File: src/rtl/bus_guard.sv
// Single-outstanding bus stage: registers an arbiter request, forwards it as a one-cycle pulse,
// returns the peripheral response registered, and turns a hung peripheral into a bus error.
package bus_guard_pkg;

  typedef struct packed {
    logic        mem_valid;
    logic        mem_instr;
    logic [31:0] mem_addr;
    logic [31:0] mem_wdata;
    logic [3:0]  mem_wstrb;
  } mem_in_type;

  typedef struct packed {
    logic        mem_ready;
    logic [31:0] mem_rdata;
    logic        mem_error;
  } mem_out_type;

  localparam mem_in_type  init_mem_in  = '0;
  localparam mem_out_type init_mem_out = '0;

endpackage

module bus_guard
  import bus_guard_pkg::*;
#(
  parameter int unsigned timeout_cycles = 1023
) (
  input  logic        clock,
  input  logic        reset,
  input  mem_in_type  up_in,
  output mem_out_type up_out,
  output mem_in_type  dn_in,
  input  mem_out_type dn_out,
  output logic        busy,
  output logic        tmo_pulse,
  output logic        proto_err
);

  localparam int CW = (timeout_cycles > 0) ? $clog2(timeout_cycles + 1) : 1;
  localparam bit TMO_EN = (timeout_cycles != 0);
  localparam logic [CW-1:0] TMO_LAST = CW'(timeout_cycles - 1);
  localparam logic [CW-1:0] CNT_MAX  = '1;

  localparam logic [0:0] S_IDLE = 1'b0;
  localparam logic [0:0] S_WAIT = 1'b1;

  logic [0:0]    state_q, state_d;
  logic [CW-1:0] cnt_q, cnt_d;
  mem_in_type    dn_q, dn_d;
  mem_out_type   up_q, up_d;
  logic          busy_q, busy_d;
  logic          tmo_q, tmo_d;
  logic          perr_q, perr_d;

  // Next-state: pulses (dn valid, up ready, tmo) default low; data fields hold.
  always_comb begin
    state_d          = state_q;
    cnt_d            = cnt_q;
    dn_d             = dn_q;
    dn_d.mem_valid   = 1'b0;
    up_d             = up_q;
    up_d.mem_ready   = 1'b0;
    tmo_d            = 1'b0;
    perr_d           = perr_q;
    case (state_q)
      S_IDLE: begin
        if (up_in.mem_valid) begin
          dn_d           = up_in;
          dn_d.mem_valid = 1'b1;
          cnt_d          = '0;
          state_d        = S_WAIT;
        end else begin
          state_d = S_IDLE;
        end
      end
      S_WAIT: begin
        if (up_in.mem_valid) begin
          perr_d = 1'b1;
        end else begin
          perr_d = perr_q;
        end
        // Ready beats a coincident timeout so a real response is never lost.
        if (dn_out.mem_ready) begin
          up_d.mem_ready = 1'b1;
          up_d.mem_rdata = dn_out.mem_rdata;
          up_d.mem_error = dn_out.mem_error;
          state_d        = S_IDLE;
        end else if (TMO_EN && (cnt_q == TMO_LAST)) begin
          up_d.mem_ready = 1'b1;
          up_d.mem_rdata = 32'h0000_0000;
          up_d.mem_error = 1'b1;
          tmo_d          = 1'b1;
          state_d        = S_IDLE;
        end else if (cnt_q != CNT_MAX) begin
          cnt_d = cnt_q + CW'(1);
        end else begin
          cnt_d = cnt_q;
        end
      end
      default: begin
        state_d = S_IDLE;
      end
    endcase
    busy_d = (state_d == S_WAIT);
  end

  // State and output registers, cleared asynchronously.
  always_ff @(posedge clock or negedge reset) begin
    if (!reset) begin
      state_q <= S_IDLE;
      cnt_q   <= '0;
      dn_q    <= init_mem_in;
      up_q    <= init_mem_out;
      busy_q  <= 1'b0;
      tmo_q   <= 1'b0;
      perr_q  <= 1'b0;
    end else begin
      state_q <= state_d;
      cnt_q   <= cnt_d;
      dn_q    <= dn_d;
      up_q    <= up_d;
      busy_q  <= busy_d;
      tmo_q   <= tmo_d;
      perr_q  <= perr_d;
    end
  end

  assign up_out    = up_q;
  assign dn_in     = dn_q;
  assign busy      = busy_q;
  assign tmo_pulse = tmo_q;
  assign proto_err = perr_q;

endmodule

File: config.mk
export PLATFORM = sky130hd
export DESIGN_NAME = bus_guard
export DESIGN_NICKNAME = d
export VERILOG_FILES = /design/src/rtl/bus_guard.sv
export SDC_FILE = /design/constraint.sdc
export NUM_CORES = 1
export LEC_CHECK = 0
export CAP_MARGIN = 25
export CORE_AREA = 2 2 105 107
export CTS_CLUSTER_DIAMETER = 30
export DETAILED_ROUTE_END_ITERATION = 10
export DIE_AREA = 0 0 107 109
export GPL_TIMING_DRIVEN = 1
export PLACE_DENSITY = 0.84
export SLEW_MARGIN = 20
export SYNTH_ARGS = -nofsm -noshare
export SYNTH_HDL_FRONTEND = slang
export SYNTH_SLANG_ARGS = --single-unit
export TNS_END_PERCENT = 20
File: constraint.sdc
create_clock -name clock -period 3.85 [get_ports clock]
set_input_delay 0.77 -clock clock [delete_from_list [all_inputs] [get_ports clock]]
set_output_delay 0.77 -clock clock [all_outputs]
set_load 0.05 [all_outputs]
# == Yosys cells after proc, flatten, opt, wreduce, memory -nomap -nowiden ==
# Cells that the tools add are included.
# totals
ff_bits,117
latchBits,0
ramBits,0
romBits,0
wordCells,42
n_memories,0
# op_classes
addsub,1
multipliers,0
div,0
n_lt_le_gt_ge,0
eq_ne,6
shift,0
n_mux,17
bitwise_logic,1
n_reduce_logical,5
# op_table
op,count
2-to-1 mux 70 bit,2
2-to-1 mux 34 bit,3
2-to-1 mux 10 bit,4
one-hot mux 10 bit (2 select lines),1
adder 10 x 1 -> 10 bit (second input constant),1
== test 10 bit (second input constant),1
inequality test 10 bit (second input constant),1
2-to-1 mux 1 bit,6
inequality test 2 bit (second input constant),3
AND reduction 2 bit,3
AND reduction 4 bit,1
inequality test 2 x 1 -> 1 bit (second input constant),1
one-hot mux 1 bit (2 select lines),1
nonzero test 2 bit,1
inverter 1 bit,1

# == Logic depth before layout (Yosys ltp) ==
# depth
word_depth,5
mapped_depth,6
depth_no_buf,6

# == Worst setup path after synthesis ==
# Ideal clock, no wire load.
# synth_timing
kind,input-to-reg
startpoint,input up_in[69] (netlist name)
endpoint,register dn_q (netlist bit dn_in[0])
setup_time_ns,0.125
t_arrival_ns,1.844
required_ns,3.725
setup_slack_ns,1.881
stages,5
path_buffers,3
cell_sequence,clkbuf_1 nor2b_1 buf_2 buf_2 mux2_2
# synth_between
elab_chain_cells,1
# synth_lines
item,line_no,rtl
from (decl),31,"input mem_in_type up_in,"
AND reduction 2 bit (no line),-,
to (signal assigned),113,dn_q <= init_mem_in;
to (signal assigned),121,dn_q <= dn_d;
to (decl),50,"mem_in_type dn_q, dn_d;"
# No other way between the ends.
# A chain may end at the register's enable or synchronous reset.

# == Worst setup path after layout ==
# layout_timing
startpoint,register busy_q (netlist: busy)
endpoint,output busy
# layout_rtl
item,line_no,rtl
from (decl),52,"logic busy_q, busy_d;"
from (signal assigned),123,busy_q <= busy_d;
to (decl),35,"output logic busy,"
# No word-level cell between the ends.

==> implementation parameters <==
Parameter                              Value

CTS
  Clock Root Buffer    clkbuf_8
  CTS clock-pin slew for the worst setup and hold paths    0.05 ns
  Total of cells resized after clock tree synthesis    0
  Number of buffers created by CTS    17
  Clock tree from TritonCTS    done
  CTS Hold Buffers Added    0
  Clock insertion delay at the later pin of the skew report    0.51 ns
  Number of levels in the clock H-tree    4
  Post-CTS repair timing setup buffer count    0
  Largest buffer count on any clock path    2
  Total number of clock tree sinks    117

Drt
  Antenna-violating nets left    0
  DRC violations left    0
  Wire length per cell    17.0 um
  Post-DR vias/cell    5.00
  DRT Wirelength    11,600 um
  Initial detailed-routing violation count    144
  Number of detailed-routing iterations run before antenna repair    4
  Routed vias    3,395

Worst setup path
  Peak per-stage delay on the critical path    0.92 ns
  Arrival time reported for the critical path endpoint    2.15 ns
  Critical path required time    3.08 ns
  Largest fanout of any net on the critical path    17
  Cell Chain, Critical Path    clkdlybuf4s50_1
  Logic depth of the worst register-to-register path    3
  Largest delay contributor family on the critical path    buffers and inverters
  R2r setup slk    1.87 ns
  Type of the worst setup path    flop to output pin
  Slowest cell on the critical path    clkdlybuf4s50_1
  Total buffers and inverters traversed by the critical path    1
  Capturing element type of the critical path    output pin
  Total number of cells along the worst setup path    1
  Startpoint type of the worst setup path    flop

Final layout
  Core utilization of the finished layout    0.704
  Number of fill cells in the layout    742
  Diodes inserted    0
  Area occupied by multi-input gates    1530 um^2
  Sequential cell area in the final layout    2930 um^2
  Growth of design area from synthesis to finish    64.1%
  NumNets Final    635
  Share of post-route cells with drive strength above 1    0.208
  Design Area, Final    7460 um^2

Global routing
  Total grt overflow    0
  GRT Overall Usage    0.205
  Antenna violations before repair    0
  Number of global-route vias before repair    3,555
  Wire length of the first global-routing pass    18,100 um
  Pin count of the biggest net entering global routing    61

STA
  Slew margin rel.    0.517
  Fmax    343 MHz
  Final number of setup-violating endpoints    0
  Final slew viol count    0
  Clock Skews    0.00541 ns
  Period minus WS final    2.92 ns
  Hold Vio Cnt, Final    0
  Worst Max-Slew Pin Slew    0.724 ns
  Unrepaired setup endpoints after global routing    no
  Worst hold margin    0.310 ns
  Setup tns final    0 ns
  Final critical-path share of the clock period    0.757

Power and ir drop
  Clock network fraction of design power    0.314
  Net switching power figure    1.88 mW
  Share of total power in combinational logic    0.370
  Leakage    3.14 nW
  Internal power of the cells    3.36 mW
  Overall power of the completed layout    5.24 mW
  Power density over the cells    703 nW/um^2
  Proportion of total power due to net switching    0.358
  Share of power burned in registers    0.316
  Peak supply drop    0.304 mV

Worst hold path
  Min-delay worst type    input pin to async pin

Synthesis
  Complex-gate fraction of the synthesized area    0.0963
  Synth Area in XOR/XNOR    0.00193
  Flip-flop cell with the highest count after synthesis    dfrtp_1
  Dominant combinational cell family by area after synthesis    multiplexers
  Post-synthesis adder-cell area fraction    0.00550
  Leading cell type by number of instances after synthesis    dfrtp_1
  Ranking of synthesized cells by instance count    dfrtp_1, mux2_2, a22o_1
  Post-synthesis instance area    4550 um^2
  Nets in the synthesized netlist    417
  Unique cell type count in the Yosys netlist    42
  Per-instance average area after synthesis    14.7 um^2
  Number of synthesized register bits    117
  Number of cells produced by synthesis    309
  Largest cells by area after synthesis    dfrtp_1, mux2_2, a22o_1, buf_2, a31oi_1
  Area fraction in and, or, nand and nor cells after synthesis    0.0545
  Yosys top cell area share    0.644
  Post-synth ARST share    1.00
  Number of warnings reported in the yosys synthesis log    0
  Synth area leader    dfrtp_1
  EDFF count, synth    0
  Mux share of post-synthesis cell area    0.176
  Seq/Total Area, Yosys    0.644

Die
  Initial cell density of the core    0.429
  Standard-cell row count    38
  Area of the die    11,700 um^2
  Count of boundary I/O pins    213
  Die Span Y    109 um
  Die Wd    107 um
  Standard cell core area    10,600 um^2

Place
  Detailed Place HPWL    8550 um
  Placement-stage cell area    6830 um^2
  Placer Congestion    0.913
  Port bufs    212

Run
  Number of max-cap violations    0

Outcome
  Result of the run    finished, final reports clean
## kinds of logic (layout without fill, tap and decap cells)
kind of cell	Yosys count	in the layout
adder cells (fa/ha/maj)	2	2
XOR/XNOR	1	1
multiplexers	71	71
AND/OR/NAND/NOR	41	41
AO/OA/AOI/OAI	54	54
flip-flops	117	117
buffers and inverters	23	253
## per-layer routing
metal  global-route usage  vias to the layer above  share of wire
li1                     -                     1570              -
met1                0.232                     1637           0.38
met2                0.350                      170           0.52
met3               0.0723                       18          0.081
met4               0.0928                        0          0.017
met5                    0                        -              0
## cell usage in the layout, fill, tap and decap left out, types with 4 or more instances in the layout
master / instances
a22o_1: 32
a31oi_1: 5
and2_1: 4
bufinv_16: 4
clkbuf_16: 16
clkbuf_8: 6
clkdlybuf4s50_1: 211
dfrtp_1: 117
inv_1: 5
mux2_2: 69
nand2_1: 8
nor2_1: 4
nor2b_1: 4
o21ai_0: 4
## final timing paths
| kind | start | endpoint |
|---|---|---|
| setup reg to reg | busy | dn_in[12] |
| hold / removal | reset | dn_in[49] |
| max in group asynchronous | reset | cnt_q[1] |
| setup / recovery | busy | busy |
| min in group clock | proto_err | proto_err |
| hold reg to reg | proto_err | proto_err |
## registers in the layout (all words and copies together) (netlist names)
register,count
busy,1
cnt_q,10
dn_in,70
proto_err,1
tmo_pulse,1
up_out,34
## final cells by class
cell class                 count  area share
clock buffer                  23      0.0652
inverter                       6     0.00302
clock inverter                 8      0.0195
tap                          140      0.0235
multi-input combinational    169       0.205
timing repair buffer         216       0.292
sequential                   117       0.392
## power groups by stage
stage / logic, mW / clock network [mW] / registers [mW]
after global routing: 2.02 / 1.75 / 1.69
final: 1.94 / 1.64 / 1.66
after detailed placement: 1.95 / 0 / 1.67
after global placement: 1.92 / 0 / 1.66
after floorplan: 0.333 / 0 / 2.54
after CTS: 1.96 / 1.69 / 1.66
## worst register-to-register path: stages (launching register included)
cell and delay [ns]:
dfrtp_1 0.60, nor2b_4 0.49, buf_12 0.36, mux2_2 0.41
## per-stage QoR
step                      instances  setup slack (ns)
after floorplan                 309              1.88
after global placement          648              1.08
after detailed placement        648              1.04
after CTS                       679             0.917
after global routing            679             0.833
final                           679             0.934
No activity file was read; power rests on OpenSTA's default activity.
==> variant, RTL diff (same settings) <==
Set the parameter `timeout_cycles` to 4092 (it was 1023).
--- a/src/rtl/bus_guard.sv
+++ b/src/rtl/bus_guard.sv
@@ -25,5 +25,5 @@
   import bus_guard_pkg::*;
 #(
-  parameter int unsigned timeout_cycles = 1023
+  parameter int unsigned timeout_cycles = 4092
 ) (
   input  logic        clock,
Behaviour: same outputs for any inputs over 4 cycles, from zero or initial values and one cycle with reset low; that may be too few to reach the edited logic, so the function may still have changed.
==> variant against the original RTL <==
  * Synthesized cell count rose by 23%
  * Total power decreased by 1.5%
  * Highest routed layer unchanged
  * Worst hold slack gained 0.0017 ns
  * Area after synthesis increased by 5.4%
  * Sequential cell count is 2 higher
  * Cell area increased by 2.5%
  * Routed wire length up 11%
  * Utilization increased by 1.7 points
  * Clock power decreased by 5%
  * Final cell count increased by 9.7%
  * Fmax decreased by 7.1%
  * Worst setup slack got worse by 0.22 ns
==> variant: results (changes against the original RTL) <==
metric	value	unit	change
first_global_vias	3885		+9.3%
leakagePower	3.22	nW	+2.7%
rr_worst_depth	4		+1
drt_wl_total	12.8	mm	+11%
p_int	0.00325	W	-3.4%
status	completed		
skew	0.00873	ns	+0.00332 ns
ys_seq_area_frac	0.621		-0.0225
ir_drop	0.000424	V	+39%
routed-via-count	3787		+12%
dp.final_hpwl	9.07	mm	+6.0%
synth-xor-area-share	0		-0.00193
synth.distinct_cells	41		-2.4%
cp_max_fo	26		+9
slowest_delay	0.96	ns	+0.04 ns
post-place-ws	1.08	ns	+0.0416 ns
synth-compound-area-share	0.0843		-0.0120
drt_iter0_drc	229		+59%
grt_max_degree	73		+20%
slew_headroom	0.426		-0.0912
synth_area_leaders	dfrtp_1 (62%), mux2_2 (16%), nand2_1 (5.6%), o21ai_0 (3.6%), buf_2 (1.3%)		
fillers	736		-0.81%
synth_fa_ha_area_frac	0.00261		-0.00289
muxShareOfSynthArea	0.164		-0.0113
gr-usage-all-layers	0.221		+0.0157
variant: cell types whose count changed in the layout (fill, tap and decap cells not counted), sizes merged, moves of 4 or more:
cell / change
nor4: +4
a22o: -31
o21ai: +31
nand2: +63
variant: layout make-up:
class,instances,area [µm²],share of cell area
sequential,119,2980,0.390
clock inverter,9,123,0.0160
timing repair buffer,216,2170,0.284
tap,140,175,0.0229
clock buffer,23,467,0.0611
multi-input combinational,235,1720,0.224
inverter,3,11.3,0.00147
variant: final timing paths:
path                            from         end  slack, ns
setup / recovery                busy        busy       0.71
hold / removal                 reset   dn_in[50]       0.31
setup reg to reg                busy  up_out[11]       1.24
hold reg to reg            proto_err   proto_err       0.46
max in group asynchronous      reset    dn_in[9]       2.74
min in group clock         proto_err   proto_err       0.46
variant: cells by family after synthesis:
group | count (synthesis)
flip-flops | 119
AND/OR/NAND/NOR | 103
multiplexers | 70
AO/OA/AOI/OAI | 61
buffers and inverters | 25
adder cells (fa/ha/maj) | 1
variant: power groups by stage:
stage | Combinational [W] | Clock [W] | Sequential [W]
global route | 0.00200 | 0.00166 | 0.00171
global placement | 0.00190 | 0 | 0.00168
detailed placement | 0.00194 | 0 | 0.00169
finish | 0.00192 | 0.00156 | 0.00168
floorplan | 0.000321 | 0 | 0.00255
CTS | 0.00194 | 0.00159 | 0.00168
variant: through the flow:
step	cells	instance area, µm²	utilization	hold slack (ns)
finish	745	7640	0.721	0.312
global route	745	7640	0.721	0.342
CTS	745	7640	0.721	0.322
detailed placement	713	7050	0.665	0.443
global placement	713	7050	0.665	0.443
floorplan	379	4790	-	0.474
variant: layer usage:
layer  up-vias  track usage  routed length [µm]
li1       1762            -                   -
met1      1857        0.256                5110
met2       157        0.393                6760
met3        11       0.0717                 842
met4         0       0.0649                  93
met5         -            0                   0
